$ cat config.mk
export PLATFORM = sky130hd
export DESIGN_NAME = dispenser_ctrl
export DESIGN_NICKNAME = d
export VERILOG_FILES = /design/src/rtl/dispenser_pkg.sv /design/src/rtl/seg7_dec.sv /design/src/rtl/dispenser_ctrl.sv
export SDC_FILE = /design/constraint.sdc
export NUM_CORES = 1
export LEC_CHECK = 0
export CAP_MARGIN = 25
export CORE_MARGIN = 2
export CORE_UTILIZATION = 56
export DETAILED_ROUTE_END_ITERATION = 8
export PLACE_DENSITY = 0.9
export SLEW_MARGIN = 20
export SYNTH_ARGS = -nofsm -noshare
export SYNTH_HDL_FRONTEND = slang
export SYNTH_SLANG_ARGS = --single-unit
export TNS_END_PERCENT = 30
$ cat constraint.sdc
create_clock -name clk -period 4 [get_ports clk]
set_input_delay 0.6 -clock clk [delete_from_list [all_inputs] [get_ports clk]]
set_output_delay 0.6 -clock clk [all_outputs]
set_load 0.05 [all_outputs]
$ cat src/rtl/dispenser_pkg.sv
// rtl/dispenser_pkg.sv - state encoding, 7-segment codes and BCD helper for dispenser_ctrl
package dispenser_pkg;

  typedef enum logic [1:0] {
    ST_EMPTY      = 2'd0,
    ST_WARMING    = 2'd1,
    ST_HOT        = 2'd2,
    ST_DISPENSING = 2'd3
  } state_e;

  // Active-low abcdefg, segment a in the MSB
  localparam logic [6:0] SEG_0     = 7'b0000001;
  localparam logic [6:0] SEG_1     = 7'b1001111;
  localparam logic [6:0] SEG_2     = 7'b0010010;
  localparam logic [6:0] SEG_3     = 7'b0000110;
  localparam logic [6:0] SEG_4     = 7'b1001100;
  localparam logic [6:0] SEG_5     = 7'b0100100;
  localparam logic [6:0] SEG_6     = 7'b0100000;
  localparam logic [6:0] SEG_7     = 7'b0001111;
  localparam logic [6:0] SEG_8     = 7'b0000000;
  localparam logic [6:0] SEG_9     = 7'b0000100;
  localparam logic [6:0] SEG_BLANK = 7'b1111111;

  // Binary 0..99 to packed {tens, units} BCD
  function automatic logic [7:0] bin2bcd(input logic [6:0] v);
    logic [3:0] tens;
    logic [3:0] units;
    tens  = 4'(v / 7'd10);
    units = 4'(v % 7'd10);
    return {tens, units};
  endfunction

endpackage

$ cat src/rtl/seg7_dec.sv
// rtl/seg7_dec.sv - BCD digit to active-low 7-segment decoder
module seg7_dec
  import dispenser_pkg::*;
(
  input  logic [3:0] bcd_i,
  output logic [6:0] seg_o
);

  // Codes above 9 are shown blank
  always_comb begin
    seg_o = SEG_BLANK;
    case (bcd_i)
      4'd0:    seg_o = SEG_0;
      4'd1:    seg_o = SEG_1;
      4'd2:    seg_o = SEG_2;
      4'd3:    seg_o = SEG_3;
      4'd4:    seg_o = SEG_4;
      4'd5:    seg_o = SEG_5;
      4'd6:    seg_o = SEG_6;
      4'd7:    seg_o = SEG_7;
      4'd8:    seg_o = SEG_8;
      4'd9:    seg_o = SEG_9;
      default: seg_o = SEG_BLANK;
    endcase
  end

endmodule

$ cat src/rtl/dispenser_ctrl.sv
// rtl/dispenser_ctrl.sv - hot-water dispenser controller; IDLE_REHEAT_EN adds HOT idle reheat
module dispenser_ctrl
  import dispenser_pkg::*;
#(
  parameter int CLK_DIV    = 50,
  parameter int LED_W      = 8,
  parameter int WARM_TICKS = 50,
  parameter int DISP_TICKS = 25,
  parameter int COOL_TICKS = 60
) (
  input  logic                         clk,
  input  logic                         rst,
  input  logic                         fill,
  input  logic                         drain,
  input  logic                         dispense,
  output logic [$clog2(LED_W+1)-1:0]   level,
  output logic [1:0]                   state,
  output logic [LED_W-1:0]             led,
  output logic [6:0]                   digit4,
  output logic [6:0]                   digit3,
  output logic [6:0]                   digit2,
  output logic [6:0]                   digit1
);

  localparam int         LVL_W     = $clog2(LED_W + 1);
  localparam int         PW        = $clog2(CLK_DIV);
  localparam logic [6:0] WARM_LOAD = 7'(WARM_TICKS);
  localparam logic [6:0] DISP_LOAD = 7'(DISP_TICKS);

  if (CLK_DIV < 2 || WARM_TICKS < 1 || WARM_TICKS > 99 || DISP_TICKS < 1 ||
      DISP_TICKS > 99 || COOL_TICKS < 1 || COOL_TICKS > 99) begin : g_bad_params
    $error("dispenser_ctrl: parameter out of range");
  end

  logic [PW-1:0]    presc_q, presc_d;
  logic             tick;
  state_e           state_q, state_d;
  logic [LVL_W-1:0] level_q, level_d;
  logic [6:0]       warm_q, warm_d, disp_q, disp_d;
  logic             lock_q, lock_d;
  logic             fill_inc, idle_expire;
  logic [6:0]       timer;
  logic [7:0]       bcd;
  logic [6:0]       seg4, seg2, seg1;
  logic [LED_W-1:0] led_d, led_q;
  logic [6:0]       dig4_q, dig2_q, dig1_q;

  assign tick    = (presc_q == PW'(CLK_DIV - 1));
  assign presc_d = tick ? '0 : presc_q + PW'(1);

  // Free-running tick prescaler, untouched by the FSM
  always_ff @(posedge clk or negedge rst) begin
    if (!rst) presc_q <= '0;
    else      presc_q <= presc_d;
  end

  // A fill step only lands on a tick, outside DISPENSING, with no dispense request and room left
  assign fill_inc = tick && fill && !dispense && (state_q != ST_DISPENSING) &&
                    (level_q < LVL_W'(LED_W));

`ifdef IDLE_REHEAT_EN
  localparam logic [6:0] COOL_LOAD = 7'(COOL_TICKS);
  logic [6:0] idle_q, idle_d;

  assign idle_expire = (state_q == ST_HOT) && tick && (idle_q == 7'd1);

  // Idle countdown: reload on HOT entry or dispense grant, count ticks while HOT
  always_comb begin
    idle_d = idle_q;
    if (drain)
      idle_d = '0;
    else if ((state_d == ST_HOT && state_q != ST_HOT) ||
             (state_q == ST_HOT && state_d == ST_DISPENSING))
      idle_d = COOL_LOAD;
    else if (state_q == ST_HOT && tick)
      idle_d = idle_q - 7'd1;
  end

  // Idle counter register
  always_ff @(posedge clk or negedge rst) begin
    if (!rst) idle_q <= '0;
    else      idle_q <= idle_d;
  end
`else
  assign idle_expire = 1'b0;
`endif

  // Next state, level and timers; drain beats dispense beats fill
  always_comb begin
    state_d = state_q;
    level_d = level_q;
    warm_d  = warm_q;
    disp_d  = disp_q;
    lock_d  = lock_q && dispense;
    if (drain) begin
      state_d = ST_EMPTY;
      level_d = '0;
      warm_d  = '0;
      disp_d  = '0;
    end else begin
      case (state_q)
        ST_EMPTY: begin
          if (fill_inc) begin
            level_d = level_q + LVL_W'(1);
            state_d = ST_WARMING;
            warm_d  = WARM_LOAD;
          end
        end
        ST_WARMING: begin
          if (fill_inc) begin
            level_d = level_q + LVL_W'(1);
            warm_d  = WARM_LOAD;
          end else if (tick) begin
            warm_d = warm_q - 7'd1;
            if (warm_q == 7'd1) state_d = ST_HOT;
          end
        end
        ST_HOT: begin
          if (dispense && level_q != '0 && !lock_q) begin
            state_d = ST_DISPENSING;
            disp_d  = DISP_LOAD;
          end else if (fill_inc) begin
            level_d = level_q + LVL_W'(1);
            state_d = ST_WARMING;
            warm_d  = WARM_LOAD;
          end else if (idle_expire) begin
            state_d = ST_WARMING;
            warm_d  = WARM_LOAD;
          end
        end
        default: begin
          if (!dispense) begin
            state_d = ST_HOT;
          end else if (tick) begin
            level_d = level_q - LVL_W'(1);
            disp_d  = disp_q - 7'd1;
            if (level_q == LVL_W'(1)) begin
              state_d = ST_EMPTY;
              disp_d  = '0;
            end else if (disp_q == 7'd1) begin
              state_d = ST_HOT;
              lock_d  = 1'b1;
            end
          end
        end
      endcase
    end
  end

  // FSM, level, timer and lockout registers
  always_ff @(posedge clk or negedge rst) begin
    if (!rst) begin
      state_q <= ST_EMPTY;
      level_q <= '0;
      warm_q  <= '0;
      disp_q  <= '0;
      lock_q  <= 1'b0;
    end else begin
      state_q <= state_d;
      level_q <= level_d;
      warm_q  <= warm_d;
      disp_q  <= disp_d;
      lock_q  <= lock_d;
    end
  end

  // Select the timer shown on the two right digits and build the thermometer bar
  always_comb begin
    timer = '0;
    case (state_q)
      ST_WARMING:    timer = warm_q;
      ST_DISPENSING: timer = disp_q;
`ifdef IDLE_REHEAT_EN
      ST_HOT:        timer = idle_q;
`endif
      default:       timer = '0;
    endcase
    for (int i = 0; i < LED_W; i++) led_d[i] = (int'(level_q) > i);
  end

  assign bcd = bin2bcd(timer);

  seg7_dec u_seg4 (.bcd_i({2'b00, state_q}), .seg_o(seg4));
  seg7_dec u_seg2 (.bcd_i(bcd[7:4]),         .seg_o(seg2));
  seg7_dec u_seg1 (.bcd_i(bcd[3:0]),         .seg_o(seg1));

  // Registered display outputs, one cycle behind the state registers
  always_ff @(posedge clk or negedge rst) begin
    if (!rst) begin
      led_q  <= '0;
      dig4_q <= SEG_0;
      dig2_q <= SEG_0;
      dig1_q <= SEG_0;
    end else begin
      led_q  <= led_d;
      dig4_q <= seg4;
      dig2_q <= seg2;
      dig1_q <= seg1;
    end
  end

  assign level  = level_q;
  assign state  = state_q;
  assign led    = led_q;
  assign digit4 = dig4_q;
  assign digit3 = SEG_BLANK;
  assign digit2 = dig2_q;
  assign digit1 = dig1_q;

endmodule
== Word-level counts from Yosys, hierarchy flattened ==
Memory sizes are Yosys's and may differ from the RTL's. A register that Yosys moved wholly into a read port is not among the register bits.
Index checks and enable logic that the tools add are counted.
Cells by class
  muxes and demuxes: 37
  divide/modulo/power cells: 2
  add/subtract/negate cells: 5
  reductions and logical operators: 25
  equality and inequality tests: 17
  magnitude comparators: 9
Operators by type and width (count)
  7-bit 2-to-1 mux: 10
  7-bit case mux with 2 select lines: 2
  7-bit case mux with 3 select lines: 1
  2-bit 2-to-1 mux: 10
  4-bit 2-to-1 mux: 5
  4-bit by 3-bit greater-than comparator with 1-bit output (second input constant): 4
  4-bit nonzero test: 4
  3-bit inequality test (second input constant): 5
  7-bit by 1-bit == test with 1-bit output (second input constant): 2
  7-bit by 1-bit subtractor with 7-bit output (second input constant): 2
  4-bit by 1-bit greater-than comparator with 1-bit output (second input constant): 2
  4-bit by 2-bit greater-than comparator with 1-bit output (second input constant): 2
  4-bit case mux with 2 select lines: 1
  7-bit by 4-bit divider with 7-bit output (second input constant): 1
  1-bit logical AND: 7
  7-bit by 4-bit modulo with 7-bit output (second input constant): 1
  7-bit by 2-bit inequality test with 1-bit output (second input constant): 1
  6-bit by 1-bit adder with 6-bit output (second input constant): 1
  6-bit == test (second input constant): 1
  1-bit 2-to-1 mux: 6
  6-bit 2-to-1 mux: 1
  2-bit case mux with 3 select lines: 1
  3-bit AND reduction: 2
  3-bit nonzero test: 2
  16 further kinds: 21
Word-level totals
  bits in registers: 35
  logic and storage cells: 105
  ROM bits: 336
  memories kept: 3
  input port bits: 5
  output and inout port bits: 42
Memories
  (no name shown): depth 16, bits a word 7, read ports 1, clocked after memory_dff 1, wr ports 0, RTL line seg7_dec.sv:12  | case (bcd_i)
  (no name shown): depth 16, bits a word 7, read ports 1, clocked after memory_dff 1, wr ports 0, RTL line seg7_dec.sv:12
  (no name shown): depth 16, bits a word 7, read ports 1, clocked after memory_dff 1, wr ports 0, RTL line seg7_dec.sv:12

== Logic depth before layout (Yosys ltp) ==
Gate-level depths: netlist of run 1.
  depth in word-level cells: 9
  mapped depth: 15
  gate-level depth less buffers: 13

== Cells and area by module ==
From an unflattened synthesis of run 1, not the netlist that was laid out.
Unflattened totals
  cells, all modules: 397
  area, all modules: 3592.2 µm²
Modules (own cells, without submodules)
  dispenser_ctrl: times used 1, cells an instance 298, sequential area each 1405.1 µm², area each 2961.6 µm²
  seg7_dec: times used 3, cells an instance 33, sequential area each 0.0 µm², area each 210.2 µm²

== Least setup slack after synthesis of run 1 ==
No wires, ideal clock.
  path type: register -> register
  from: reg state_q[1] (netlist: state[1])
  to: reg dig1_q[2] (netlist: digit1[2])
  arrival: 3.489 ns
  library setup time: 0.087 ns
  stages on the path, launching flop included: 14
  buffers on the path: 1
  period minus slack after synthesis: 3.576 ns
  data required time: 3.913 ns
  slack: 0.424 ns
  cell sequence: dfrtp_1 buf_6 mux2_1 nand2_1 o31ai_1 a221o_2 inv_1 ha_1 a31oi_1 or4_4 o21a_1 ha_1 mux2_1 a22oi_1
Between the ends
  word-level cells in the longest chain between the ends: 3
  elaborated cells between the ends (all ways): 4
  those cells by class: div (1); eq/ne (2); mux (1)
Ends and longest elaborated chain
  start: declaration: RTL line dispenser_ctrl.sv:37  | state_e state_q, state_d;
  start signal: assignment: RTL line dispenser_ctrl.sv:159  | state_q <= state_d;
  2-bit == test or 2-bit by 1-bit == test with 1-bit output (tied branches): RTL line dispenser_ctrl.sv:170  | case (state_q)
  7-bit case mux with 2 select lines (*): RTL line dispenser_ctrl.sv:170
  7-bit by 4-bit modulo with 7-bit output (*): RTL line dispenser_pkg.sv:29  | units = 4'(v % 7'd10);
  end: declaration: RTL line dispenser_ctrl.sv:46  | logic [6:0] dig4_q, dig2_q, dig1_q;
Mark *: on every way between the ends. The rest lies on a longest branch, timed or not.
A chain may end at the register's enable or synchronous reset.

== Worst setup path after layout of run 1 ==
  from: reg state_q[1] (netlist: state[1])
  to: reg dig1_q[3] (netlist: digit1[3])
The elaborated chain is that of the path after synthesis.

==> results of run 1 <==
-- metal layers --
metal / routed length [µm] / share of wire / vias to the layer above / track usage
li1: - / - / 1435 / -
met1: 3460 / 0.45 / 1455 / 0.313
met2: 3690 / 0.48 / 105 / 0.376
met3: 377 / 0.049 / 8 / 0.0288
met4: 99 / 0.013 / 0 / 0.0641
met5: 0 / 0 / - / 0
-- per-stage QoR --
step	setup WS [ps]	hold slack [ps]	utilization	instances	power, mW
final	448	262	0.667	499	1.17
after global routing	139	298	0.667	499	1.23
after CTS	468	277	0.667	499	1.17
after detailed placement	501	493	0.650	491	0.840
after global placement	584	479	0.650	491	0.835
after floorplan	424	304	-	398	0.783
-- logic make-up after synthesis --
kind of cell / Yosys count / share of synthesized area
DFF: 54 / 0.386
other: 2 / 0.00214
and+or+nand+nor: 136 / 0.193
muxes: 13 / 0.0389
adders and majority gates: 20 / 0.0714
AOI/OAI and AO/OA: 102 / 0.204
xor gates and xnor gates: 14 / 0.0350
buffers and inverters: 51 / 0.0692
-- where the power goes --
| part | switching (mW) | internal [mW] |
|---|---|---|
| registers | 0.0444 | 0.572 |
| logic | 0.141 | 0.0747 |
| clock network | 0.190 | 0.143 |
-- critical path: stages, from the launching register on --
cell,delay (ps)
dfrtp_1,380
buf_4,220
nor3b_2,250
or2_1,310
o31ai_1,100
a221o_2,430
inv_1,90
ha_1,250
a31oi_1,100
or4_4,510
o21a_1,180
ha_1,210
nor3b_1,300
a211oi_1,90
-- flip-flops by register name (all words and copies together) (netlist names) --
signal   flops
digit4       5
digit2       7
disp_q       7
presc_q      6
state        2
digit1       7
level        4
lock_q       1
led          8
warm_q       7
-- cell usage in the layout, fill, tap and decap left out, types with 3 or more instances in the layout --
cell type         n
dfrtp_1          51
nand2_1          40
clkdlybuf4s50_1  37
nor2_1           36
inv_1            24
a21oi_1          24
o21ai_0          23
ha_1             20
xnor2_1          12
nand3_1           9
nor3_1            9
mux2i_1           8
conb_1            8
o31ai_1           6
clkbuf_8          6
buf_4             6
nor2b_1           5
nand4_1           5
and2_1            4
nand2b_1          4
nor4_1            4
o21ai_1           4
a31oi_1           4
a211oi_1          4
mux2_2            3
a22oi_1           3
dfstp_2           3
-- final cells by class --
| type | count | area, µm² | share of cell area |
|---|---|---|---|
| well taps | 75 | 93.8 | 0.0235 |
| multi-input cells | 293 | 1930 | 0.484 |
| repair buffers | 44 | 420 | 0.105 |
| inverters | 25 | 93.8 | 0.0235 |
| clock inverters | 2 | 16.3 | 0.00407 |
| clock buffers | 6 | 82.6 | 0.0207 |
| flip-flops and latches | 54 | 1360 | 0.339 |
-- worst max-delay path by stage --
stage                    startpoint  depth (start not counted)  slack, ps             endpoint
2_1_floorplan  state[1]$_DFFE_PN0P_                         13        420  digit1[2]$_DFF_PN0_
5_1_grt        state[0]$_DFFE_PN0P_                         12        140  digit1[3]$_DFF_PN0_
4_1_cts        state[1]$_DFFE_PN0P_                         13        470  digit1[2]$_DFF_PN0_
3_3_place_gp   state[1]$_DFFE_PN0P_                         13        580  digit1[2]$_DFF_PN0_
6_report       state[1]$_DFFE_PN0P_                         13        450  digit1[3]$_DFF_PN0_
3_5_place_dp   state[1]$_DFFE_PN0P_                         13        500  digit1[2]$_DFF_PN0_
==> reports/results.tsv, run 1 <==
metric	value	unit
Synth Register Bits	54	
post-route clock period utilization	0.888	
routed len/inst	15.3	µm
DRC	0	
status	finished, final reports clean	
most frequent cell after synthesis	dfrtp_1	
H-Tree Depth	2	
fraction of layout cells with a size suffix above 1	0.0849	
max-cap violations	0	
CTS root buf	clkbuf_8	
Mean Syn Cell Area	8.95	µm²
Die Wd	83.1	µm
FF-to-FF End	digit1[3]$_DFF_PN0_	
min Tclk post-route	3550	ps
Post-synth top cells	51 x dfrtp_1, 40 x nand2_1, 36 x nor2_1, 24 x a21oi_1, 24 x inv_1	
placed wire-length estimate	5.66	mm
largest net degree at the start of global routing	31	
CTS Sinks	54	
CTS buffer count	5	
area delta synth->final	13.9	%
row cnt	28	
n_diodes	0	
die outline area	0.00691	mm²
Worst EP arrival	3740	ps
Leak	1.82	nW
Area after DPL	0.00389	mm²
setup tns final	0	ps
Max Fclk	0.282	GHz
Area contributors post-synth	dfrtp_1 36%, ha_1 7.1%, nand2_1 4.3%	
FF-to-FF setup slack	450	ps
top cell type's share of synthesized area	0.364	
detailed-route wire length	7.62	mm
number of synthesized flops with an enable pin	0	
synth unique cells	73	
post-synthesis sequential area ratio	0.386	
Worst Setup Path Type	register to register	
CP Data Required Time	4190	ps
max-slew violation count	0	
Core Area	0.00599	mm²
Final nets	448	
Starting Density	0.585	
antenna violations before repair	0	
total number of vias	3003	
Synth Flop Type	dfrtp_1	
final setup fails	0	
Pre-antenna DRT Iters	5	
cells after synthesis	392	
gpl congestion	0.933	
skew final	3.53	ps
IR drop worst, VDD	0.000197	V
Final ANT Viol Nets	0	
Max Fanout on Critical Path	26	
Die Span Y	83.1	µm
Via density	6.02	
endpoints failing hold	0	
cell taking the most area after synthesis	dfrtp_1	
vias in the first global route	2815	
port bufs	38	
Yosys warnings	0	
boundary pin count	47	
GRT Util Overall	0.227	
Worst Tran Pin Value	739	ps
Slew HR	0.507	
clock slew at reported path FFs	100	ps
TritonCTS clock tree	yes	
Iter 0 DRT Violations	177	
Worst Setup End Kind	register	
FILL cells	476	
unrepaired setup endpoints after global routing	false	
Reg-to-Reg Start	state[1]$_DFFE_PN0P_	
total grt overflow	0	
worst skew pair latency	310	ps
Setup Buffers After CTS	0	
Async SR Flop Fraction	1.00	
Hold WC Path Type	primary input to async pin	
worst reg2reg path depth	13	
final non-filler cell area	0.00399	mm²
startpoint type of the worst setup path	register	
CTS Buffer Depth	2	
global-route wire length before repair	13.1	mm
Cell Area, Synth	0.00351	mm²
post_cts resized	0	
power per cell area	292	mW/mm²
hold buffers post-CTS	0	
Note: power is estimated with default switching activity, not from simulation.
==> run 2: changes to the inputs <==
--- a/config.mk
+++ b/config.mk
@@ -5,7 +5,7 @@
 export SDC_FILE = /design/constraint.sdc
 export NUM_CORES = 1
 export LEC_CHECK = 0
-export CAP_MARGIN = 25
+export CAP_MARGIN = 20
 export CORE_MARGIN = 2
 export CORE_UTILIZATION = 56
 export DETAILED_ROUTE_END_ITERATION = 8
==> results of run 2 <==
Final layout, timing and power as in run 1 (identical DEF).
